===== config.mk =====
export PLATFORM = sky130hd
export DESIGN_NAME = ofm_acc_wb
export DESIGN_NICKNAME = d
export VERILOG_FILES = /design/src/rtl/ofm_acc_wb.sv
export SDC_FILE = /design/constraint.sdc
export NUM_CORES = 1
export LEC_CHECK = 0
export ABC_AREA = 1
export BUFFER_PORTS_ARGS = -buffer_cell sky130_fd_sc_hd__buf_2
export CAP_MARGIN = 10
export CORE_ASPECT_RATIO = 1.5
export CORE_MARGIN = 1
export CORE_UTILIZATION = 52
export CTS_CLUSTER_SIZE = 20
export DETAILED_ROUTE_END_ITERATION = 16
export MAX_ROUTING_LAYER = met4
export PLACE_DENSITY = 0.68
export SETUP_SLACK_MARGIN = 0.02
export SLEW_MARGIN = 25
export SYNTH_ARGS = -nofsm -noshare
export SYNTH_HDL_FRONTEND = slang
export SYNTH_SLANG_ARGS = --single-unit

===== constraint.sdc =====
create_clock -name clk -period 6.1 [get_ports clk]
set_input_delay 0.61 -clock clk [delete_from_list [all_inputs] [get_ports clk]]
set_output_delay 0.61 -clock clk [all_outputs]
set_load 0.05 [all_outputs]

===== src/rtl/ofm_acc_wb.sv =====
// ============================================================================
// Module   : ofm_acc_wb
// Purpose  : Output-feature-map accumulator and write-back stage. Partial
//            sums from the PE array are accumulated per pixel over
//            ic_num+1 input-channel passes. The finished tile is then
//            streamed out over a valid/ready interface.
// Revision : 1.0 - initial release
// Config   : OFM_ACC_WB_RELU_EN - when defined, negative results are
//            clamped to zero on output (ReLU).
// Ports    :
//   clk         in   clock, rising edge
//   rstn        in   asynchronous active-low reset
//   start_i     in   begin convolution, latch ic_num_i / pix_num_i
//   ic_num_i    in   input-channel passes per tile minus 1
//   pix_num_i   in   pixels per pass minus 1
//   pvalid_i    in   psum_i valid
//   psum_i      in   signed partial sum
//   stop_i      in   return to IDLE once the current tile has drained
//   out_ready_i in   sink accepts out_data_o
//   out_valid_o out  out_data_o valid
//   out_data_o  out  accumulated pixel
//   out_last_o  out  final pixel of the tile
//   busy_o      out  draining; upstream must hold pvalid_i low
//   ovf_err_o   out  sticky: a pvalid_i arrived outside ACC and was dropped
// ============================================================================
`default_nettype none

module ofm_acc_wb #(
  parameter int TILE_LEN     = 16,
  parameter int PSUM_WIDTH   = 20,
  parameter int ACC_WIDTH    = 28,
  parameter int CH_CNT_WIDTH = 10
) (
  input  logic                         clk,
  input  logic                         rstn,
  input  logic                         start_i,
  input  logic [CH_CNT_WIDTH-1:0]      ic_num_i,
  input  logic [$clog2(TILE_LEN)-1:0]  pix_num_i,
  input  logic                         pvalid_i,
  input  logic signed [PSUM_WIDTH-1:0] psum_i,
  input  logic                         stop_i,
  input  logic                         out_ready_i,
  output logic                         out_valid_o,
  output logic [ACC_WIDTH-1:0]         out_data_o,
  output logic                         out_last_o,
  output logic                         busy_o,
  output logic                         ovf_err_o
);

  localparam int PIX_W = $clog2(TILE_LEN);

  typedef enum logic [1:0] {
    S_IDLE  = 2'd0,
    S_ACC   = 2'd1,
    S_DRAIN = 2'd2
  } state_t;

  state_t                  state_q;
  logic [CH_CNT_WIDTH-1:0] ic_num_q;
  logic [PIX_W-1:0]        pix_num_q;
  logic [PIX_W-1:0]        pix_cnt_q;
  logic [CH_CNT_WIDTH-1:0] ic_cnt_q;
  logic [PIX_W-1:0]        rd_cnt_q;
  logic                    stop_pend_q;
  logic                    ovf_err_q;
  logic                    out_valid_q;
  logic                    out_last_q;
  logic [ACC_WIDTH-1:0]    out_data_q;

  // Accumulator storage is deliberately not reset: pass 0 overwrites it.
  logic [ACC_WIDTH-1:0]    acc_q [TILE_LEN];

  logic [ACC_WIDTH-1:0]    psum_ext;
  logic [ACC_WIDTH-1:0]    acc_d;
  logic                    acc_we;
  logic                    pix_end;
  logic                    tile_end;
  logic                    stop_now;
  logic [PIX_W-1:0]        rd_nxt;

  function automatic logic [ACC_WIDTH-1:0] out_fmt(input logic [ACC_WIDTH-1:0] v);
`ifdef OFM_ACC_WB_RELU_EN
    return v[ACC_WIDTH-1] ? '0 : v;
`else
    return v;
`endif
  endfunction

  always_comb begin
    psum_ext = ACC_WIDTH'(psum_i);  // signed source -> sign extension
    acc_d    = (ic_cnt_q == '0) ? psum_ext : (acc_q[pix_cnt_q] + psum_ext);
    pix_end  = (pix_cnt_q == pix_num_q);
    tile_end = pix_end && (ic_cnt_q == ic_num_q);
    // A stop at a tile boundary (nothing accumulated yet) leaves at once.
    stop_now = stop_i && (pix_cnt_q == '0) && (ic_cnt_q == '0);
    acc_we   = (state_q == S_ACC) && pvalid_i && !stop_now;
    rd_nxt   = rd_cnt_q + 1'b1;
  end

  always_ff @(posedge clk) begin
    if (acc_we) begin
      acc_q[pix_cnt_q] <= acc_d;
    end
  end

  always_ff @(posedge clk or negedge rstn) begin
    if (!rstn) begin
      state_q     <= S_IDLE;
      ic_num_q    <= '0;
      pix_num_q   <= '0;
      pix_cnt_q   <= '0;
      ic_cnt_q    <= '0;
      rd_cnt_q    <= '0;
      stop_pend_q <= 1'b0;
      ovf_err_q   <= 1'b0;
      out_valid_q <= 1'b0;
      out_last_q  <= 1'b0;
      out_data_q  <= '0;
    end else begin
      case (state_q)
        S_IDLE: begin
          if (start_i) begin
            ic_num_q    <= ic_num_i;
            pix_num_q   <= pix_num_i;
            pix_cnt_q   <= '0;
            ic_cnt_q    <= '0;
            ovf_err_q   <= 1'b0;
            stop_pend_q <= 1'b0;
            state_q     <= S_ACC;
          end else if (pvalid_i) begin
            ovf_err_q <= 1'b1;
          end
        end

        S_ACC: begin
          if (stop_now) begin
            state_q <= S_IDLE;
          end else begin
            if (stop_i) begin
              stop_pend_q <= 1'b1;
            end
            if (pvalid_i) begin
              if (pix_end) begin
                pix_cnt_q <= '0;
                if (tile_end) begin
                  ic_cnt_q    <= '0;
                  rd_cnt_q    <= '0;
                  state_q     <= S_DRAIN;
                  out_valid_q <= 1'b1;
                  out_last_q  <= (pix_num_q == '0);
                  // With a single pixel, pixel 0 is the one written this cycle.
                  out_data_q  <= out_fmt((pix_num_q == '0) ? acc_d : acc_q[0]);
                end else begin
                  ic_cnt_q <= ic_cnt_q + 1'b1;
                end
              end else begin
                pix_cnt_q <= pix_cnt_q + 1'b1;
              end
            end
          end
        end

        S_DRAIN: begin
          if (pvalid_i) begin
            ovf_err_q <= 1'b1;
          end
          if (stop_i) begin
            stop_pend_q <= 1'b1;
          end
          if (out_valid_q && out_ready_i) begin
            if (out_last_q) begin
              rd_cnt_q    <= '0;
              out_valid_q <= 1'b0;
              out_last_q  <= 1'b0;
              stop_pend_q <= 1'b0;
              state_q     <= (stop_pend_q || stop_i) ? S_IDLE : S_ACC;
            end else begin
              rd_cnt_q   <= rd_nxt;
              out_data_q <= out_fmt(acc_q[rd_nxt]);
              out_last_q <= (rd_nxt == pix_num_q);
            end
          end
        end

        default: state_q <= S_IDLE;
      endcase
    end
  end

  assign out_valid_o = out_valid_q;
  assign out_data_o  = out_data_q;
  assign out_last_o  = out_last_q;
  assign busy_o      = (state_q == S_DRAIN);
  assign ovf_err_o   = ovf_err_q;

endmodule

`default_nettype wire

==> impl_metrics.csv <==
group,metric,value,unit
drt,first_pass_iters,9,
timing,tightest_slew,1.06,ns
clock_network,postCtsHoldBufs,1,
drt,wl_per_cell,26.2,um
timing,fin_tns_setup,0,ns
die,core.rowCount,102,
yosys,synth_area,0.0271,mm^2
global_routing,grt_pass1_wl,141000,um
die,start_util,0.525,
clock_network,path_clk_slew,0.06,ns
timing,finalHoldViolations,0,
yosys,asyncSetResetFlopFracSynth,0.128,
drt,drt_iter0_markers,3141,
worst_setup_path,critical_path_class,"flip-flop to flip-flop",
timing,post-route-min-period,4.96,ns
timing,min_period_over_period,0.813,
timing,slew_headroom,0.292,
pwr,p_leak,11.0,nW
pwr,p_int,8.62,mW
yosys,synth.largest_area_cell,"edfxtp_1",
layout,ff_latch_area,0.0151,mm^2
clock_network,cts_setup_buffers,0,
drt,vias_per_cell,6.62,
drt,num_vias,24211,
clock_network,cts_tree,"built",
yosys,synth_cell_types,51,
global_routing,first_global_vias,23611,
die,die_y,281,um
die,io_pins,72,
yosys,seq_area_frac_synth,0.558,
yosys,syn_nets,3045,
layout,fill_cells,4420,
clock_network,cts_max_level,2,
timing,rsz0062_at_grt,"no",
clock_network,clk_path_buf_depth,3,
layout,num-nets-final,3020,
timing,fmax,0.202,GHz
drt,drc,0,
min_path,hp-class,"input port to flip-flop",
yosys,synth_area_per_cell,9.13,um^2
yosys,synth_top_area_share,0.497,
timing,setup_viol,0,
place,routabilityCongestion,1.04,
timing,clock_skew,0.0165,ns
yosys,synth_area_leaders,"edfxtp_1 (50%), o21ai_0 (9.5%), nor2_1 (6.8%)",
yosys,yosysWarnings,0,
worst_setup_path,arrival,5.44,ns
global_routing,track_usage,0.370,
pwr,p_seq_frac,0.361,
layout,final_common_cell,"o21ai_0",
worst_setup_path,critPathMaxFanout,26,
pwr,netSwitchingFraction,0.428,
global_routing,grt_antenna_before_repair,1,
die,dieArea,0.0530,mm^2
pwr,vdd_drop_max,0.000325,V
clock_network,clk_latency,0.59,ns
layout,drive_above_1_share,0.0876,
pwr,power_density,508,mW/mm^2
drt,drtAntennaViolNets,0,
yosys,yosys_register_bits,514,
layout,multiInputGateArea,0.0105,mm^2
layout,final_cell_mix,"o21ai_0 (515), nor2_1 (475), edfxtp_1 (448)",
status,outcome,"complete, no violations",
die,core_area,0.0516,mm^2
place,port_buffers,71,
worst_setup_path,end_kind,"flip-flop",
global_routing,grt_start_max_net_pins,131,
clock_network,cts_resized,0,
worst_setup_path,required,6.58,ns
drt,drt_wl_total,95900,um
pwr,switchingPower,6.47,mW
pwr,p_clk_frac,0.209,
timing,maxSlewViolCount,0,
yosys,netlist_instances,2966,
yosys,synthFlopType,"edfxtp_1",
clock_network,clockRootBuffer,"clkbuf_16",
pwr,power_frac_comb,0.430,
flow_run,max_cap_viol_count,0,
layout,post-route-util,0.576,
clock_network,numCtsBuffers,49,
worst_setup_path,cp-start-kind,"flip-flop",
die,dieWidth,188,um
place,hpwlAfterDp,57300,um
global_routing,grt_overflow,0,
clock_network,clock_sinks,514,
yosys,synth_edf_count,448,
layout,area_delta_synth_final,9.71,%
## stage by stage
step | power, mW | worst slack [ns] | cell area (um^2) | hold slack [ns] | std cells
finish | 15.1 | 1.14 | 29700 | 0.255 | 3659
global route | 15.8 | 0.895 | 29700 | 0.251 | 3657
CTS | 14.9 | 1.28 | 29700 | 0.247 | 3656
detailed placement | 11.8 | 1.31 | 28100 | 0.460 | 3565
global placement | 11.7 | 1.23 | 28100 | 0.460 | 3565
floorplan | 9.79 | 2.48 | 27100 | 0.314 | 2966
## synthesized netlist by cell type (34+ instances only)
master	n
nor2_1	493
edfxtp_1	448
ha_1	38
o22ai_1	141
nand3_1	82
clkbuf_1	104
dfrtp_1	66
nand4_1	34
a21oi_1	160
o21ai_0	516
nand2_1	420
inv_1	157
o221ai_1	55
buf_2	63
## cells by family after synthesis
kind of cell / count (synthesis) / share of synthesized area
muxes: 10 / 0.00416
DFF: 514 / 0.558
xor gates and xnor gates: 23 / 0.00744
buffers and inverters: 369 / 0.0590
adders and majority gates: 39 / 0.0183
and+or+nand+nor: 1067 / 0.161
AOI/OAI and AO/OA: 944 / 0.192
## sequential cells by signal, indices dropped and copies added, names as in the netlist
register,count
acc_q,448
out_data_o,28
ic_cnt_q,10
ic_num_q,10
pix_cnt_q,4
pix_num_q,4
rd_cnt_q,4
state_q,2
out_last_o,1
out_valid_o,1
ovf_err_o,1
stop_pend_q,1
## power by group through the flow
| stage | registers [mW] | clock network, mW | logic [mW] |
|---|---|---|---|
| 2_1_floorplan | 5.71 | 0 | 4.08 |
| 3_3_place_gp | 5.49 | 0 | 6.20 |
| 3_5_place_dp | 5.51 | 0 | 6.33 |
| 4_1_cts | 5.43 | 3.15 | 6.36 |
| 5_1_grt | 5.47 | 3.28 | 7.03 |
| 6_report | 5.44 | 3.16 | 6.49 |
## per-layer routing
metal,share of wire,GRT usage,up-vias,wire [um]
met5,0,-,-,0
met4,0.082,0.270,0,7870
met3,0.10,0.0568,511,9960
met2,0.48,0.595,1749,45600
met1,0.34,0.421,11471,32500
li1,-,-,10480,-
## critical path: stages, from the launching register on
cell and delay [ns]:
dfrtp_1 0.51, nor2_8 0.68, inv_1 0.46, a21oi_1 0.21, or4_1 0.13, ha_1 0.18, inv_1 0.07, fa_1 0.41
inv_1 0.15, nand2_1 0.12, o21ai_1 0.52, nand2_1 0.10, nand2_1 0.21, nand3_1 0.10, nand2_1 0.09, a21oi_1 0.06
o21ai_0 0.11, nand2_1 0.36, nand2_1 0.16, nand2_1 0.06, nand2_1 0.08, nand2_1 0.05
## final cells by class
type                       instances  area share
sequential                       514       0.509
antenna                            3    0.000253
timing repair buffer             125      0.0308
inverter                         168      0.0217
multi-input combinational       2083       0.355
clock inverter                    22     0.00817
tap                              676      0.0285
clock buffer                      68      0.0465
## final timing paths
| kind | start | to | slack, ns | cells past startpoint |
|---|---|---|---|---|
| max | pix_cnt_q[2]$_DFFE_PN0P_ | out_data_o[14]$_DFFE_PN0P_ | 1.14 | 21 |
| min | ic_num_i[0] | ic_num_q[0]$_DFFE_PN0P_ | 0.25 | 2 |
| max reg2reg | pix_cnt_q[2]$_DFFE_PN0P_ | out_data_o[14]$_DFFE_PN0P_ | 1.14 | 21 |
| min reg2reg | out_data_o[3]$_DFFE_PN0P_ | out_data_o[3]$_DFFE_PN0P_ | 0.47 | 2 |
| max in group asynchronous | rstn | pix_cnt_q[0]$_DFFE_PN0P_ | 4.46 | 3 |
| min in group asynchronous | rstn | out_data_o[1]$_DFFE_PN0P_ | 0.41 | 2 |
Power figures use the tool's default switching activity.
